File: config.mk
export PLATFORM = sky130hd
export DESIGN_NAME = control_unit_pipe
export DESIGN_NICKNAME = d
export VERILOG_FILES = /design/src/rtl/control_unit_pipe_pkg.sv /design/src/rtl/control_unit_pipe_decode.sv /design/src/rtl/control_unit_pipe.sv
export SDC_FILE = /design/constraint.sdc
export NUM_CORES = 1
export LEC_CHECK = 0
export CAP_MARGIN = 15
export CELL_PAD_IN_SITES_DETAIL_PLACEMENT = 0
export CELL_PAD_IN_SITES_GLOBAL_PLACEMENT = 1
export CORE_UTILIZATION = 35
export CTS_BUF_LIST = sky130_fd_sc_hd__clkbuf_4
export DETAILED_ROUTE_END_ITERATION = 10
export HOLD_SLACK_MARGIN = 0.1
export PLACE_DENSITY = 0.88
export SLEW_MARGIN = 20
export SYNTH_ARGS = -nofsm -noshare
export SYNTH_HDL_FRONTEND = slang
export SYNTH_HIERARCHICAL = 1
export SYNTH_SLANG_ARGS = --single-unit
File: constraint.sdc
create_clock -name clk -period 2.1 [get_ports clk]
set_input_delay 0.42 -clock clk [delete_from_list [all_inputs] [get_ports clk]]
set_output_delay 0.42 -clock clk [all_outputs]
set_load 0.01 [all_outputs]
File: src/rtl/control_unit_pipe_pkg.sv
// Shared opcode, ALU and result-select encodings plus the control word and FSM states.
// Pure definitions, no logic.
// Not applicable.
package cu_pkg;

  // Opcode encodings (low 5 bits of Opcode)
  localparam logic [4:0] OP_ADD  = 5'b00000;
  localparam logic [4:0] OP_ADDI = 5'b00001;
  localparam logic [4:0] OP_SUB  = 5'b00010;
  localparam logic [4:0] OP_SUBI = 5'b00011;
  localparam logic [4:0] OP_CMP  = 5'b00100;
  localparam logic [4:0] OP_CMPI = 5'b00101;
  localparam logic [4:0] OP_AND  = 5'b00110;
  localparam logic [4:0] OP_OR   = 5'b00111;
  localparam logic [4:0] OP_NOT  = 5'b01000;
  localparam logic [4:0] OP_XOR  = 5'b01001;
  localparam logic [4:0] OP_LD   = 5'b01010;
  localparam logic [4:0] OP_LDI  = 5'b01011;
  localparam logic [4:0] OP_ST   = 5'b01100;
  localparam logic [4:0] OP_STI  = 5'b01101;
  localparam logic [4:0] OP_MOV  = 5'b01110;
  localparam logic [4:0] OP_MOVI = 5'b01111;
  localparam logic [4:0] OP_SHL  = 5'b10000;
  localparam logic [4:0] OP_SHR  = 5'b10001;
  localparam logic [4:0] OP_ROT  = 5'b10010;
  localparam logic [4:0] OP_JMP  = 5'b10011;
  localparam logic [4:0] OP_JNE  = 5'b10100;
  localparam logic [4:0] OP_JEQ  = 5'b10101;
  localparam logic [4:0] OP_MULT = 5'b10110;
  localparam logic [4:0] OP_NOP  = 5'b10111;

  // ALU operation codes
  localparam logic [2:0] ALU_AND = 3'b000;
  localparam logic [2:0] ALU_OR  = 3'b001;
  localparam logic [2:0] ALU_XOR = 3'b010;
  localparam logic [2:0] ALU_ADD = 3'b011;
  localparam logic [2:0] ALU_SUB = 3'b100;
  localparam logic [2:0] ALU_CMP = 3'b101;
  localparam logic [2:0] ALU_NOT = 3'b110;
  localparam logic [2:0] ALU_MUL = 3'b110;
  localparam logic [2:0] ALU_SHL = 3'b111;

  // Result mux encodings
  localparam logic [1:0] RES_MOV = 2'b00;
  localparam logic [1:0] RES_MUL = 2'b01;
  localparam logic [1:0] RES_ALU = 2'b10;
  localparam logic [1:0] RES_MEM = 2'b11;

  typedef enum logic [1:0] {IDLE, MULT_WAIT, FLUSH} cuState_t;

  typedef struct packed {
    logic       muxDireccionPC;
    logic       muxSelDirRegB;
    logic       crtlMuxValA;
    logic       crtlMuxValB;
    logic [2:0] aluCode;
    logic [1:0] muxResult;
    logic       muxDirWrite;
    logic       muxDirMem;
    logic       muxDato;
    logic       writeMem;
    logic       writeReg;
  } ctrlWord_t;

  // Quiescent word: everything off, memory address mux parked on 1
  localparam ctrlWord_t CTRL_RESET = '{
    muxDireccionPC: 1'b0, muxSelDirRegB: 1'b0, crtlMuxValA: 1'b0,
    crtlMuxValB: 1'b0, aluCode: 3'b000, muxResult: 2'b00,
    muxDirWrite: 1'b0, muxDirMem: 1'b1, muxDato: 1'b0,
    writeMem: 1'b0, writeReg: 1'b0};

  // Common shape of every register-writing ALU operation
  function automatic ctrlWord_t aluWord(input logic [2:0] code);
    ctrlWord_t w;
    w           = CTRL_RESET;
    w.aluCode   = code;
    w.muxResult = RES_ALU;
    w.muxDato   = 1'b1;
    w.writeReg  = 1'b1;
    return w;
  endfunction

endpackage

File: src/rtl/control_unit_pipe_decode.sv
// Combinational opcode + flags decode into a control word, branch-taken, illegal and multiply flags.
// Zero cycles; purely combinational.
// None; the top level decides when the decoded word is captured.
module cu_decode
  import cu_pkg::*;
#(
  parameter int OPCODE_W = 5,
  parameter int FLAG_W   = 2
) (
  input  logic [OPCODE_W-1:0] opcode,
  input  logic [FLAG_W-1:0]   flags,
  output ctrlWord_t           ctrl,
  output logic                taken,
  output logic                illegal,
  output logic                isMult
);

  logic       upperZero;
  logic [4:0] op5;

  assign op5       = opcode[4:0];
  assign upperZero = ((opcode >> 5) == '0);

  // Map each opcode to its full control word; unknown encodings raise illegal
  always_comb begin
    ctrl    = CTRL_RESET;
    taken   = 1'b0;
    illegal = 1'b0;
    isMult  = 1'b0;
    if (!upperZero) begin
      illegal = 1'b1;
    end else begin
      case (op5)
        OP_ADD, OP_ADDI: begin ctrl = aluWord(ALU_ADD); ctrl.crtlMuxValB = op5[0]; end
        OP_SUB, OP_SUBI: begin ctrl = aluWord(ALU_SUB); ctrl.crtlMuxValB = op5[0]; end
        OP_CMP, OP_CMPI: begin ctrl = aluWord(ALU_CMP); ctrl.crtlMuxValB = op5[0]; end
        OP_AND: ctrl = aluWord(ALU_AND);
        OP_OR:  ctrl = aluWord(ALU_OR);
        OP_NOT: ctrl = aluWord(ALU_NOT);
        OP_XOR: ctrl = aluWord(ALU_XOR);
        OP_SHL: ctrl = aluWord(ALU_SHL);
        OP_LD, OP_LDI: begin
          ctrl.muxResult   = RES_MEM;
          ctrl.muxDirMem   = 1'b0;
          ctrl.writeReg    = 1'b1;
          ctrl.crtlMuxValA = op5[0];
        end
        OP_ST, OP_STI: begin
          ctrl.muxSelDirRegB = 1'b1;
          ctrl.writeMem      = 1'b1;
          ctrl.crtlMuxValA   = op5[0];
        end
        OP_MOV, OP_MOVI: begin
          ctrl.muxResult   = RES_MOV;
          ctrl.muxDato     = 1'b1;
          ctrl.writeReg    = 1'b1;
          ctrl.crtlMuxValA = op5[0];
        end
        OP_MULT: begin
          ctrl.aluCode     = ALU_MUL;
          ctrl.muxResult   = RES_MUL;
          ctrl.muxDirWrite = 1'b1;
          isMult           = 1'b1;
        end
        OP_JMP, OP_JNE, OP_JEQ: begin
          if (op5 == OP_JMP)      taken = 1'b1;
          else if (op5 == OP_JNE) taken = flags[0];
          else                    taken = (flags[1:0] != 2'b01);
          ctrl.muxResult      = RES_MEM;
          ctrl.muxDato        = 1'b1;
          ctrl.muxDireccionPC = taken;
        end
        // SHR and ROT retire as NOPs without an illegal pulse
        OP_NOP, OP_SHR, OP_ROT: ctrl = CTRL_RESET;
        default: illegal = 1'b1;
      endcase
    end
  end

endmodule

File: src/rtl/control_unit_pipe.sv
// Registered control unit: decodes one instruction per handshake and drives datapath strobes.
// Latency 1 cycle from accept to ctrl_valid; MULT holds the word for MULT_CYCLES cycles.
// instr_ready drops during MULT, during the taken-branch flush cycle and the following bubble.
module control_unit_pipe
  import cu_pkg::*;
#(
  parameter int OPCODE_W    = 5,
  parameter int ALU_W       = 3,
  parameter int FLAG_W      = 2,
  parameter int MULT_CYCLES = 4
) (
  input  logic                clk,
  input  logic                rst_n,
  input  logic                instr_valid,
  output logic                instr_ready,
  input  logic [OPCODE_W-1:0] Opcode,
  input  logic [FLAG_W-1:0]   Flags,
  output logic                ctrl_valid,
  output logic                MuxDireccionPC,
  output logic                MuxSelDirRegB,
  output logic                crtlMuxValA,
  output logic                crtlMuxValB,
  output logic [ALU_W-1:0]    CodigoALUIN,
  output logic [1:0]          MuxResultIN,
  output logic                MuxDirWriteIN,
  output logic                MuxDirMemIN,
  output logic                MuxDatoIN,
  output logic                WriteMemIN,
  output logic                WriteRegIN,
  output logic                flush,
  output logic                illegal_op
);

  localparam logic [3:0] MULT_LOAD = 4'(MULT_CYCLES - 1);

  cuState_t  state;
  ctrlWord_t ctrlReg, decWord, acceptWord;
  logic      decTaken, decIllegal, decMult;
  logic      ctrlValidReg, flushReg, illegalReg, accept;
  logic [3:0] multCnt;

  cu_decode #(.OPCODE_W(OPCODE_W), .FLAG_W(FLAG_W)) uDecode (
    .opcode (Opcode),
    .flags  (Flags),
    .ctrl   (decWord),
    .taken  (decTaken),
    .illegal(decIllegal),
    .isMult (decMult)
  );

  // Ready only when idle and not in the flush cycle, where fetch's in-flight word is stale
  assign instr_ready = rst_n && (state == IDLE) && !flushReg;
  assign accept      = instr_valid && instr_ready;

  // A multi-cycle MULT writes the register file only on its final cycle
  always_comb begin
    acceptWord = decWord;
    if (decMult) acceptWord.writeReg = (MULT_CYCLES == 1);
  end

  // FSM, multiply counter and registered control outputs
  always_ff @(posedge clk) begin
    if (!rst_n) begin
      state        <= IDLE;
      ctrlReg      <= CTRL_RESET;
      multCnt      <= '0;
      ctrlValidReg <= 1'b0;
      flushReg     <= 1'b0;
      illegalReg   <= 1'b0;
    end else begin
      flushReg   <= 1'b0;
      illegalReg <= 1'b0;
      case (state)
        IDLE: begin
          if (accept) begin
            ctrlReg      <= acceptWord;
            ctrlValidReg <= 1'b1;
            flushReg     <= decTaken;
            illegalReg   <= decIllegal;
            if (decMult && (MULT_CYCLES > 1)) begin
              state   <= MULT_WAIT;
              multCnt <= MULT_LOAD;
            end
          end else begin
            if (flushReg) state <= FLUSH;
            ctrlValidReg           <= 1'b0;
            ctrlReg.writeMem       <= 1'b0;
            ctrlReg.writeReg       <= 1'b0;
            ctrlReg.muxDireccionPC <= 1'b0;
          end
        end
        MULT_WAIT: begin
          if (multCnt == 4'd0) begin
            state            <= IDLE;
            ctrlValidReg     <= 1'b0;
            ctrlReg.writeReg <= 1'b0;
          end else begin
            multCnt          <= multCnt - 4'd1;
            ctrlReg.writeReg <= (multCnt == 4'd1);
          end
        end
        FLUSH: begin
          state                  <= IDLE;
          ctrlValidReg           <= 1'b0;
          ctrlReg.writeMem       <= 1'b0;
          ctrlReg.writeReg       <= 1'b0;
          ctrlReg.muxDireccionPC <= 1'b0;
        end
        default: state <= IDLE;
      endcase
    end
  end

  assign ctrl_valid     = ctrlValidReg;
  assign MuxDireccionPC = ctrlReg.muxDireccionPC;
  assign MuxSelDirRegB  = ctrlReg.muxSelDirRegB;
  assign crtlMuxValA    = ctrlReg.crtlMuxValA;
  assign crtlMuxValB    = ctrlReg.crtlMuxValB;
  assign CodigoALUIN    = ALU_W'(ctrlReg.aluCode);
  assign MuxResultIN    = ctrlReg.muxResult;
  assign MuxDirWriteIN  = ctrlReg.muxDirWrite;
  assign MuxDirMemIN    = ctrlReg.muxDirMem;
  assign MuxDatoIN      = ctrlReg.muxDato;
  assign WriteMemIN     = ctrlReg.writeMem;
  assign WriteRegIN     = ctrlReg.writeReg;
  assign flush          = flushReg;
  assign illegal_op     = illegalReg;

endmodule

==> results.toml <==
[setup_path]
path_class = "flop to output pin"
path_cells = "inv_1 > ha_1 > nor2b_1 > and2_1 > dlygate4sd2_1"
cp_num_buf_inv = 2
startpoint_type = "flop"
critical-path-top-delay-family = "flip-flops"
cp-end-kind = "output pin"
critPathMaxStageDelay_ns = 0.38
crit_start = "state[0]$_SDFFE_PN0P_"
rr_startpoint = "multCnt[0]$_SDFFE_PN0P_"
arrival_ns = 1.52
cp_slowest_cell = "dfxtp_2"
critical_path_required_ns = 1.68
worstPathMaxFanout = 4

[detailed_routing]
dr_total_vias = 1306
wl_mm = 3.17
drc = 0
dr.pass1.iters = 4
avgRoutedWirePerCell_um = 12.1
postRouteAntennaNets = 0
vias_per_cell = 4.98
drt_iter0_markers = 59

[final_layout]
antenna_cells = 0
instances_no_fill = 262
fin_util_pct = 46.6
multiInputGateArea_um2 = 875
fill_cells = 424
syn_to_final_growth_pct = 27.7
layout.nets = 229
final_cell_area_um2 = 1850
drive_above_1_share_pct = 13.2
regArea_um2 = 463

[grt]
overflow = 0
grt_pass1_wl_mm = 5.42
use_met3_pct = 3.62
grt_use_met2_pct = 26.1
gr-usage-met1_pct = 21.1
antenna_found_initial = 0
grt_max_degree = 17
track_usage_pct = 16.0
grt_busiest_layer = "met2"
grt_pass1_vias = 1188

[cts]
clk_latency_ns = 0.31
root_buffer = "clkbuf_4"
cts_buffers = 3
cts_repair_resize_count = 3
hold_buffers = 0
htree_levels = 1
cts_buffer_depth = 2
cts.clk_slew.worst_paths_ns = 0.12
post_cts_buffers = 0
cts_tree = "done"
cts.sinks = 23

[sta]
skew_ns = 0.000833
slew_violations = 0
hold_ws_ns = 0.467
setup_slack_ns = 0.158
worstMarginPinSlew_ns = 0.400
setup_viol = 0
period_needed_ns = 1.94
relSlewSlack_pct = 73.2
hold_viol = 0
finalCritPeriodShare_pct = 92.5
finalSetupTns_ns = 0
rsz0062_at_grt = "no"
fmax_mhz = 515

[die]
dieHeight_um = 66.3
core-area_um2 = 3970
die_area_um2 = 4400
rows = 23
start_util_pct = 36.5
fp.dieW_um = 66.3
pin_count = 28

[status]
status = "finished clean"

[job]
cap_violations = 0

[logic_synthesis]
synthesis.area_um2 = 1450
ys_types = 49
syn_area_per_cell_um2 = 8.04
async_flop_share_pct = 0
ys_warn_count = 6
yosysSeqAreaShare_pct = 31.8
ys.flop_type = "dfxtp_1"
synth_nets = 196
synth_edf_count = 0
synthCells = 180
ys_ff_latch = 23

[power]
power.total_mw = 0.845
static-leakage-power_nw = 0.737
powerDensity_nw_per_um2 = 457
peakVddDrop_v = 0.000309

[placed_design]
placed_cells = 258
routabilityCongestion = 0.802
io_buffers = 27
dp_hpwl_mm = 2.36
placed_area_um2 = 1820
dp_slack_ns = -0.166

[worst_hold_path]
hold_path.class = "flop to flop"
hold_start = "crtlMuxValA$_SDFFE_PN0P_"
-- worst register-to-register path, delay by kind of cell (launching register included) --
family,cells,cell delay [ns]
fa+ha+maj,1,0.28
simple gates,1,0.17
buf+inv,1,0.10
flops,1,0.41
compound gates,2,0.66
-- synth_stat cells, types with 5 or more instances --
cell      number  area (um^2)
buf_4          5         37.5
nor2_1         9         33.8
ha_1           6         75.1
buf_2          7         35.0
nand2_1       37          139
nand2b_1       5         31.3
inv_1          6         22.5
a21oi_1        6         30.0
nor2b_1        5         31.3
a21boi_0      10         75.1
dfxtp_1       23          460
and2_1         5         31.3
-- placed cells by master, fill, tap and decap left out, types with 2 or more instances in the layout --
master and count:
a21boi_0 10, a21o_1 3, nand2b_1 5, o21ai_0 3
buf_4 17, a22oi_1 3, dfxtp_2 2, nand3b_1 2
o22ai_1 3, mux2i_1 2, clkdlybuf4s50_1 26, nor4b_1 2
a21oi_1 6, nand3_1 2, ha_1 6, and2_1 5
nor3b_1 2, dfxtp_1 21, nor2b_1 5, and2b_1 2
inv_1 6, nor2_1 9, clkbuf_4 4, nand2_1 37
nor3_1 2, or3_1 2
-- where the power goes --
group	leakage [nW]	switching [mW]	internal, mW
combinational	0.531	0.0852	0.0896
sequential	0.188	0.00701	0.448
clock	0.0184	0.127	0.0871
-- cells by family after synthesis --
group / synth area share, %
and+or+nand+nor: 30.8
AOI/OAI and AO/OA: 20.4
DFF: 31.8
buffers and inverters: 8.12
adders and majority gates: 5.19
xor gates and xnor gates: 2.33
muxes: 1.38
-- sequential cells by signal, indices dropped and copies added, names as in the netlist --
name            flops
multCnt             4
CodigoALUIN         3
MuxResultIN         2
state               2
MuxDatoIN           1
MuxDirMemIN         1
MuxDirWriteIN       1
MuxDireccionPC      1
MuxSelDirRegB       1
WriteMemIN          1
WriteRegIN          1
crtlMuxValA         1
crtlMuxValB         1
ctrl_valid          1
flush               1
illegal_op          1
-- per-layer routing --
layer	part of all wire, %	vias to the layer above	wire [um]
met1	52	592	1660
met2	44	27	1400
met4	0	0	0
met5	0	-	0
met3	3.6	0	115
li1	-	687	-
-- path summary, 6_finish.rpt --
check,slack [ns],end,cells after the start
min,0.47,crtlMuxValA$_SDFFE_PN0P_,2
min reg2reg,0.47,crtlMuxValA$_SDFFE_PN0P_,2
max,0.16,instr_ready,5
max reg2reg,0.39,multCnt[2]$_SDFFE_PN0P_,5
-- layout make-up --
cell class / count / share of cell area (%)
Multi-Input combinational cell: 135 / 47.3
Timing Repair Buffer: 44 / 21.4
Clock buffer: 4 / 1.62
Tap cell: 50 / 3.38
Inverter: 6 / 1.22
Sequential cell: 23 / 25.0
No activity file was read; power rests on OpenSTA's default activity.
